File: src/rtl/simcell_id_pkg.sv
// Shared constants for the cell identifier: cell codes,
// per-arity truth tables, FSM encoding and settle bounds.
package simcell_id_pkg;

  localparam logic [4:0] CELL_UNKNOWN = 5'd0;
  localparam logic [4:0] CELL_BUF     = 5'd1;
  localparam logic [4:0] CELL_NOT     = 5'd2;
  localparam logic [4:0] CELL_AND     = 5'd3;
  localparam logic [4:0] CELL_NAND    = 5'd4;
  localparam logic [4:0] CELL_OR      = 5'd5;
  localparam logic [4:0] CELL_NOR     = 5'd6;
  localparam logic [4:0] CELL_XOR     = 5'd7;
  localparam logic [4:0] CELL_XNOR    = 5'd8;
  localparam logic [4:0] CELL_ANDNOT  = 5'd9;
  localparam logic [4:0] CELL_ORNOT   = 5'd10;
  localparam logic [4:0] CELL_MUX     = 5'd11;
  localparam logic [4:0] CELL_NMUX    = 5'd12;
  localparam logic [4:0] CELL_AOI3    = 5'd13;
  localparam logic [4:0] CELL_OAI3    = 5'd14;
  localparam logic [4:0] CELL_AOI4    = 5'd15;
  localparam logic [4:0] CELL_OAI4    = 5'd16;

  localparam logic [15:0] TT_BUF    = 16'h0002;
  localparam logic [15:0] TT_NOT    = 16'h0001;
  localparam logic [15:0] TT_AND    = 16'h0008;
  localparam logic [15:0] TT_NAND   = 16'h0007;
  localparam logic [15:0] TT_OR     = 16'h000E;
  localparam logic [15:0] TT_NOR    = 16'h0001;
  localparam logic [15:0] TT_XOR    = 16'h0006;
  localparam logic [15:0] TT_XNOR   = 16'h0009;
  localparam logic [15:0] TT_ANDNOT = 16'h0002;
  localparam logic [15:0] TT_ORNOT  = 16'h000B;
  localparam logic [15:0] TT_MUX    = 16'h00AC;
  localparam logic [15:0] TT_NMUX   = 16'h0053;
  localparam logic [15:0] TT_AOI3   = 16'h0007;
  localparam logic [15:0] TT_OAI3   = 16'h001F;
  localparam logic [15:0] TT_AOI4   = 16'h0777;
  localparam logic [15:0] TT_OAI4   = 16'h111F;

  localparam logic [1:0] ST_IDLE     = 2'd0;
  localparam logic [1:0] ST_PROBE    = 2'd1;
  localparam logic [1:0] ST_CLASSIFY = 2'd2;
  localparam logic [1:0] ST_FINISH   = 2'd3;

  localparam int unsigned SETTLE_MIN = 1;
  localparam int unsigned SETTLE_MAX = 15;

  // Last probe index for a legal arity (1..4).
  function automatic logic [3:0] last_idx(
    input logic [2:0] n
  );
    return 4'((5'd1 << n) - 5'd1);
  endfunction

endpackage

File: src/rtl/simcell_tt_match.sv
// Combinational lookup of a captured truth table
// against the library functions of a given arity.
module simcell_tt_match
  import simcell_id_pkg::*;
(
  input  logic [2:0]  nin,
  input  logic [15:0] tt,
  output logic [4:0]  code,
  output logic        match
);

  always_comb begin
    code = CELL_UNKNOWN;
    unique case (nin)
      3'd1: begin
        unique case (1'b1)
          tt[1:0] == TT_BUF[1:0]: code = CELL_BUF;
          tt[1:0] == TT_NOT[1:0]: code = CELL_NOT;
          default: ;
        endcase
      end
      3'd2: begin
        unique case (1'b1)
          tt[3:0] == TT_AND[3:0]:    code = CELL_AND;
          tt[3:0] == TT_NAND[3:0]:   code = CELL_NAND;
          tt[3:0] == TT_OR[3:0]:     code = CELL_OR;
          tt[3:0] == TT_NOR[3:0]:    code = CELL_NOR;
          tt[3:0] == TT_XOR[3:0]:    code = CELL_XOR;
          tt[3:0] == TT_XNOR[3:0]:   code = CELL_XNOR;
          tt[3:0] == TT_ANDNOT[3:0]: code = CELL_ANDNOT;
          tt[3:0] == TT_ORNOT[3:0]:  code = CELL_ORNOT;
          default: ;
        endcase
      end
      3'd3: begin
        unique case (1'b1)
          tt[7:0] == TT_MUX[7:0]:  code = CELL_MUX;
          tt[7:0] == TT_NMUX[7:0]: code = CELL_NMUX;
          tt[7:0] == TT_AOI3[7:0]: code = CELL_AOI3;
          tt[7:0] == TT_OAI3[7:0]: code = CELL_OAI3;
          default: ;
        endcase
      end
      3'd4: begin
        unique case (1'b1)
          tt == TT_AOI4: code = CELL_AOI4;
          tt == TT_OAI4: code = CELL_OAI4;
          default: ;
        endcase
      end
      default: ;
    endcase
    match = (code != CELL_UNKNOWN);
  end

endmodule

File: src/rtl/simcell_identifier.sv
// Sweeps every input vector into an external cell, captures Y
// into a truth table and classifies it into a library cell code.
module simcell_identifier
  import simcell_id_pkg::*;
#(
  parameter int unsigned SETTLE = 2
) (
  input  logic        C,
  input  logic        R,
  input  logic        START,
  input  logic [2:0]  NIN,
  output logic [3:0]  PA,
  input  logic        PY,
  output logic        BUSY,
  output logic        DONE,
  output logic [15:0] TT,
  output logic [4:0]  CODE,
  output logic        MATCH,
  output logic        ERR
);

  localparam logic [3:0] SETTLE_W = 4'(SETTLE);

  logic [1:0] state;
  logic [2:0] nin;
  logic [3:0] cnt;
  logic [4:0] code_c;
  logic       match_c;
  logic       legal;
  logic       take;

  assign legal = (NIN >= 3'd1) && (NIN <= 3'd4);
  assign take  = START &&
                 (state == ST_IDLE ||
                  state == ST_FINISH);
  assign BUSY  = (state == ST_PROBE) ||
                 (state == ST_CLASSIFY);
  assign DONE  = (state == ST_FINISH);

  simcell_tt_match u_match (
    .nin   (nin),
    .tt    (TT),
    .code  (code_c),
    .match (match_c)
  );

  always_ff @(posedge C) begin
    if (R) begin
      state <= ST_IDLE;
      nin   <= '0;
      cnt   <= '0;
      PA    <= '0;
      TT    <= '0;
      CODE  <= '0;
      MATCH <= 1'b0;
      ERR   <= 1'b0;
    end else if (take) begin
      nin   <= NIN;
      cnt   <= '0;
      PA    <= '0;
      TT    <= '0;
      CODE  <= '0;
      MATCH <= 1'b0;
      ERR   <= !legal;
      state <= legal ? ST_PROBE : ST_FINISH;
    end else begin
      unique case (state)
        ST_PROBE: begin
          // PY only matters on the settle-terminal cycle
          if (cnt == SETTLE_W) begin
            TT[PA] <= PY;
            cnt    <= '0;
            if (PA == last_idx(nin))
              state <= ST_CLASSIFY;
            else
              PA <= PA + 4'd1;
          end else begin
            cnt <= cnt + 4'd1;
          end
        end
        ST_CLASSIFY: begin
          CODE  <= code_c;
          MATCH <= match_c;
          state <= ST_FINISH;
        end
        ST_FINISH: state <= ST_IDLE;
        default:   state <= ST_IDLE;
      endcase
    end
  end

endmodule
File: config.mk
export PLATFORM = sky130hd
export DESIGN_NAME = simcell_identifier
export DESIGN_NICKNAME = d
export VERILOG_FILES = /design/src/rtl/simcell_id_pkg.sv /design/src/rtl/simcell_tt_match.sv /design/src/rtl/simcell_identifier.sv
export SDC_FILE = /design/constraint.sdc
export NUM_CORES = 1
export LEC_CHECK = 0
export BUFFER_PORTS_ARGS = -buffer_cell sky130_fd_sc_hd__buf_2
export CORE_ASPECT_RATIO = 1.2
export CORE_UTILIZATION = 25
export DETAILED_ROUTE_END_ITERATION = 6
export PLACE_DENSITY = 0.43
export SLEW_MARGIN = 20
export SYNTH_ARGS = -nofsm -noshare
export SYNTH_HDL_FRONTEND = slang
export SYNTH_HIERARCHICAL = 1
export SYNTH_SLANG_ARGS = --single-unit
File: constraint.sdc
create_clock -name C -period 2.4 [get_ports C]
set_clock_uncertainty 0.05 [all_clocks]
set_input_delay 0.24 -clock C [delete_from_list [all_inputs] [get_ports C]]
set_output_delay 0.24 -clock C [all_outputs]
set_load 0.02 [all_outputs]
**After elaboration in Yosys (flattened, before gate mapping)**

Cells that the tools add are included.

- Register bits after elaboration: 36
- Input port bits: 7
- Output and inout bits: 29
- Word-level logic and storage cells: 70

- Add/sub/neg operators: 3
- Magnitude comparators: 4
- Equal/unequal tests: 27
- Shift operators: 1
- Muxes and demuxes: 14
- Bitwise operators: 1
- Reduce and logical (&&, ||, !) cells: 12

Operator list:

| operator | count |
|---|---|
| one-hot mux 4 bit (8 select lines) | 1 |
| one-hot mux 5 bit (4 select lines) | 1 |
| bitwise mux 16 bit | 1 |
| equality test 16 x 11 -> 1 bit, second input constant | 1 |
| equality test 16 x 13 -> 1 bit, second input constant | 1 |
| equality test 4 bit, second input constant | 4 |
| one-hot mux 4 bit (4 select lines) | 1 |
| one-hot mux 5 bit (2 select lines) | 1 |
| adder 4 x 1 -> 4 bit, second input constant | 2 |
| equality test 4 x 2 -> 1 bit, second input constant | 2 |
| equality test 4 x 3 -> 1 bit, second input constant | 2 |
| equality test 8 x 3 -> 1 bit, second input constant | 1 |
| equality test 8 x 5 -> 1 bit, second input constant | 1 |
| equality test 8 x 7 -> 1 bit, second input constant | 1 |
| equality test 8 bit, second input constant | 1 |
| 2-to-1 mux 2 bit | 4 |
| one-hot mux 2 bit (2 select lines) | 2 |
| equality test 2 bit, second input constant | 3 |
| equality test 3 x 2 -> 1 bit, second input constant | 2 |
| inequality test 3 x 2 -> 1 bit, second input constant | 2 |
| < comparator 4 x 5 -> 1 bit, second input constant | 1 |
| nonzero test 5 bit | 1 |
| demux 1 bit (select 4 bit) | 1 |
| equality test 2 x 1 -> 1 bit, second input constant | 2 |
| 19 further kinds | 23 |

**Logic depth before layout (Yosys ltp)**

- Word-level depth: 7
- Depth in mapped cells: 8

**Cells and area by module**

The synthesis kept the hierarchy.

Modules (own cells, without submodules):

| module | times used | cells each | area each (µm²) |
|---|---|---|---|
| simcell_identifier | 1 | 192 | 1721.7 |
| simcell_tt_match | 1 | 53 | 407.9 |

**Worst setup path after synthesis**

No wires, ideal clock.

- Path kind: register to register
- Start point: reg TT[2]
- End point: reg MATCH
- Setup time: 0.128 ns
- Arrival time: 2.072 ns
- Data required time: 2.222 ns
- Slack: 0.150 ns
- Stages on the path, launching flop included: 8
- Buffers on the path: 0
- Cells stage by stage: dfxtp_1 nor4b_1 a211oi_2 nor2_1 or4_4 or4_1 mux2i_1 nor2_1

- Word-level cells in the longest chain between the ends: 4

RTL lines:

| item | RTL line | source |
|---|---|---|
| start: declaration | simcell_identifier.sv:16 | `output logic [15:0] TT,` |
| start signal: assignment | simcell_identifier.sv:53 | `TT <= '0;` |
| start signal: assignment | simcell_identifier.sv:61 | `TT <= '0;` |
| start signal: indexed assignment | simcell_identifier.sv:71 | `TT[PA] <= PY;` |
| equality test 16 x 13 -> 1 bit (tied with other cells) | simcell_tt_match.sv:47 | `tt == TT_OAI4: code = CELL_OAI4;` |
| one-hot mux 5 bit (2 select lines) (tied with other cells) | simcell_tt_match.sv:45 | `unique case (1'b1)` |
| one-hot mux 5 bit (4 select lines) * | simcell_tt_match.sv:14 | `unique case (nin)` |
| via code_c[1] | simcell_identifier.sv:27 | `logic [4:0] code_c;` |
| nonzero test 5 bit * | simcell_tt_match.sv:53 | `match = (code != CELL_UNKNOWN);` |
| via match_c | simcell_identifier.sv:28 | `logic match_c;` |
| end signal: assignment | simcell_identifier.sv:83 | `MATCH <= match_c;` |
| end: declaration | simcell_identifier.sv:18 | `output logic MATCH,` |

Mark *: on every way through the listed nets, which the timed path passes. The rest lies on a longest branch.
A chain may end at the register's enable or synchronous reset.

**Final worst setup path**

- Start point: reg nin[0]
- End point: reg MATCH

- Word-level cells in the longest chain between the ends: 3

RTL lines:

| item | RTL line | source |
|---|---|---|
| start: declaration | simcell_identifier.sv:25 | `logic [2:0] nin;` |
| start signal: assignment | simcell_identifier.sv:50 | `nin <= '0;` |
| start signal: assignment | simcell_identifier.sv:58 | `nin <= NIN;` |
| equality test 3 bit (tied with other cells) | simcell_tt_match.sv:14 |  |
| one-hot mux 5 bit (4 select lines) * | simcell_tt_match.sv:14 |  |
| via code_c[1] | simcell_identifier.sv:27 |  |
| nonzero test 5 bit * | simcell_tt_match.sv:53 |  |
| via match_c | simcell_identifier.sv:28 |  |

Marked as above.

==> run_results.csv <==
group,metric,value,unit
routing,drt_iter0_drc,75,
timing,worst_pin_slew,0.600,ns
routing,drtAntennaViolNets,0,
setup_path,crit_family,"simple AND/OR/NAND/NOR gates",
setup_path,slowest_delay,0.52,ns
floorplanning,fp.dieW,86.3,um
setup_path,arrival,2.35,ns
routing,vias,1881,
layout,final_cell_mix,"38 x nor2_1, 35 x buf_2, 31 x dfxtp_1",
logic_synthesis,synth_edf_count,0,
clocking,cts_buffers,5,
timing,min_period_over_period,0.931,
pwr,pwr_density_cell,679,nW/um^2
setup_path,crit_required,2.52,ns
floorplanning,die-area,8890,um^2
floorplanning,core-area,8200,um^2
hold_path,hold_class,"in2reg",
setup_path,slowest_stage,"or4_1",
setup_path,path_cells,"nand2b_1, or2_2, nor2_1, or4_4, or4_1, mux2i_1, nor2_1",
hold_path,whs_path_depth,2,
grt,grt_max_degree,17,
logic_synthesis,synthFlopType,"dfxtp_1",
clocking,clockBufferDepth,2,
logic_synthesis,async_flop_share,0,
timing,fmax,447,MHz
routing,via_per_inst,4.69,
grt,antenna_found_initial,0,
place,dp_hpwl,4.19,mm
place,dp.cells,393,
logic_synthesis,ys_warn_count,6,
clocking,clkTransAtPathRegs,0.08,ns
pwr,leakage,1.12,nW
clocking,clk_latency,0.29,ns
outcome,status,"finished clean",
setup_path,cp_max_fo,11,
logic_synthesis,synth_area,2130,um^2
timing,rsz0062_at_grt,"false",
routing,firstDrtPassIters,4,
layout,seqCellArea,727,um^2
layout,drive_gt1_frac,0.258,
logic_synthesis,avgSynthCellArea,8.69,um^2
routing,wirelength,5.54,mm
timing,timing.slew.headroom,0.596,
timing,drv_slew,0,
timing,hold_viol,0,
place,io_buffers,35,
layout,n_fill_cell,936,
floorplanning,initial_core_util,0.260,
grt,grtUsageTotal,0.127,
layout,mostFrequentLayoutCell,"nor2_1",
logic_synthesis,synth_seq_cells,36,
pwr,peakVddDrop,0.399,mV
place,gp_congestion,0.769,
timing,setup-violations-final,0,
layout,syn_to_final_growth,22.3,%
grt,first_global_vias,1674,
floorplanning,row_count,36,
setup_path,startpoint_type,"flip-flop",
floorplanning,die_h,103,um
setup_path,endpoint_kind,"flip-flop",
timing,whs,0.147,ns
setup_path,rr_worst_depth,7,
job,drv_cap,0,
clocking,h-tree-depth,2,
timing,min_period,2.23,ns
routing,drc_errors,0,
setup_path,cp.depth,7,
grt,grt_overflow,0,
timing,tns,0,ns
layout,diodes,0,
setup_path,cp.buffers_inverters,0,
setup_path,cpMostUsedCell,"nor2_1",
floorplanning,ios,36,
layout,num-nets-final,302,
layout,multi_input_area,1330,um^2
layout,layout.cells.non_filler,401,
clocking,tritoncts,"yes",
routing,wl_per_cell,13.8,um
logic_synthesis,synth.distinct_cells,57,
logic_synthesis,netlist_instances,245,
logic_synthesis,seq_area_frac_synth,0.338,
clocking,cts-root-buf,"clkbuf_8",
clocking,cts.sinks,36,
setup_path,critPathKind,"reg2reg",
logic_synthesis,syn_nets,261,
grt,grt_pass1_wl,8.60,mm
==> flip-flops by register name, indices dropped and copies added (netlist names) <==
| name | flops |
|---|---|
| TT | 16 |
| ERR | 1 |
| MATCH | 1 |
| PA | 4 |
| state | 2 |
| cnt | 4 |
| nin | 3 |
| CODE | 5 |
==> worst register-to-register path: stages, from the launching register on <==
cell      delay (ns)
dfxtp_1         0.51
nand2b_1        0.19
or2_2           0.15
nor2_1          0.05
or4_4           0.47
or4_1           0.52
mux2i_1         0.14
nor2_1          0.05
==> final timing paths <==
check,start,end,slack [ns]
worst max register to register,nin[0],MATCH,0.17
worst min register to register,CODE[2],CODE[2],0.44
worst min-delay path,R,nin[2],0.15
worst max-delay path,nin[0],MATCH,0.17
==> cell usage after synthesis, types with 5 or more instances <==
| library cell | count | area share |
|---|---|---|
| a21oi_1 | 9 | 0.021 |
| clkbuf_1 | 7 | 0.012 |
| dfxtp_1 | 36 | 0.34 |
| ha_1 | 9 | 0.053 |
| inv_1 | 6 | 0.011 |
| mux2i_1 | 23 | 0.11 |
| nand2_1 | 13 | 0.023 |
| nand3_1 | 15 | 0.035 |
| nand4_1 | 7 | 0.021 |
| nor2_1 | 38 | 0.067 |
| o21ai_0 | 6 | 0.014 |
| xnor2_1 | 5 | 0.021 |
==> where the power goes <==
| part | internal (mW) | switching, mW | total, mW |
|---|---|---|---|
| clock | 0.309 | 0.229 | 0.537 |
| combinational | 0.213 | 0.329 | 0.542 |
| sequential | 0.636 | 0.0541 | 0.690 |
==> per-layer routing <==
| layer | part of all wire | up-vias | track usage |
|---|---|---|---|
| met5 | 0 | - | 0 |
| met4 | 0.014 | 0 | 0.0487 |
| met1 | 0.47 | 879 | 0.164 |
| li1 | - | 963 | - |
| met3 | 0.029 | 7 | 0.0200 |
| met2 | 0.48 | 32 | 0.212 |
==> cell type report <==
| class | count | area share |
|---|---|---|
| Timing Repair Buffer | 49 | 0.108 |
| Clock buffer | 6 | 0.0279 |
| Sequential cell | 36 | 0.279 |
| Multi-Input combinational cell | 188 | 0.509 |
| Clock inverter | 2 | 0.0134 |
| Tap cell | 114 | 0.0548 |
| Inverter | 6 | 0.00865 |
==> cell families after synthesis <==
logic type               count (synthesis)  share of synthesized area
multiplexers                            23                      0.108
flip-flops                              36                      0.338
AO/OA/AOI/OAI                           37                      0.122
AND/OR/NAND/NOR                        110                      0.294
XOR/XNOR                                 9                     0.0370
adder cells (fa/ha/maj)                  9                     0.0529
buffers and inverters                   21                     0.0470
==> metrics by stage <==
stage	power (mW)	cell area, um^2	setup slack [ns]	util
after floorplan	1.09	2130	0.150	-
after global placement	1.23	2470	0.106	0.302
after detailed placement	1.23	2470	0.116	0.302
after CTS	1.78	2580	0.107	0.315
after global routing	1.88	2610	0.00824	0.318
final	1.77	2610	0.165	0.318
==> repair_timing <==
item,CTS,global route
gates resized for setup,0,8
setup endpoints to repair,0,4
buffers inserted,0,0
hold endpoints to repair,0,0
hold buffers,0,0
(Power assumes the default switching activity.)
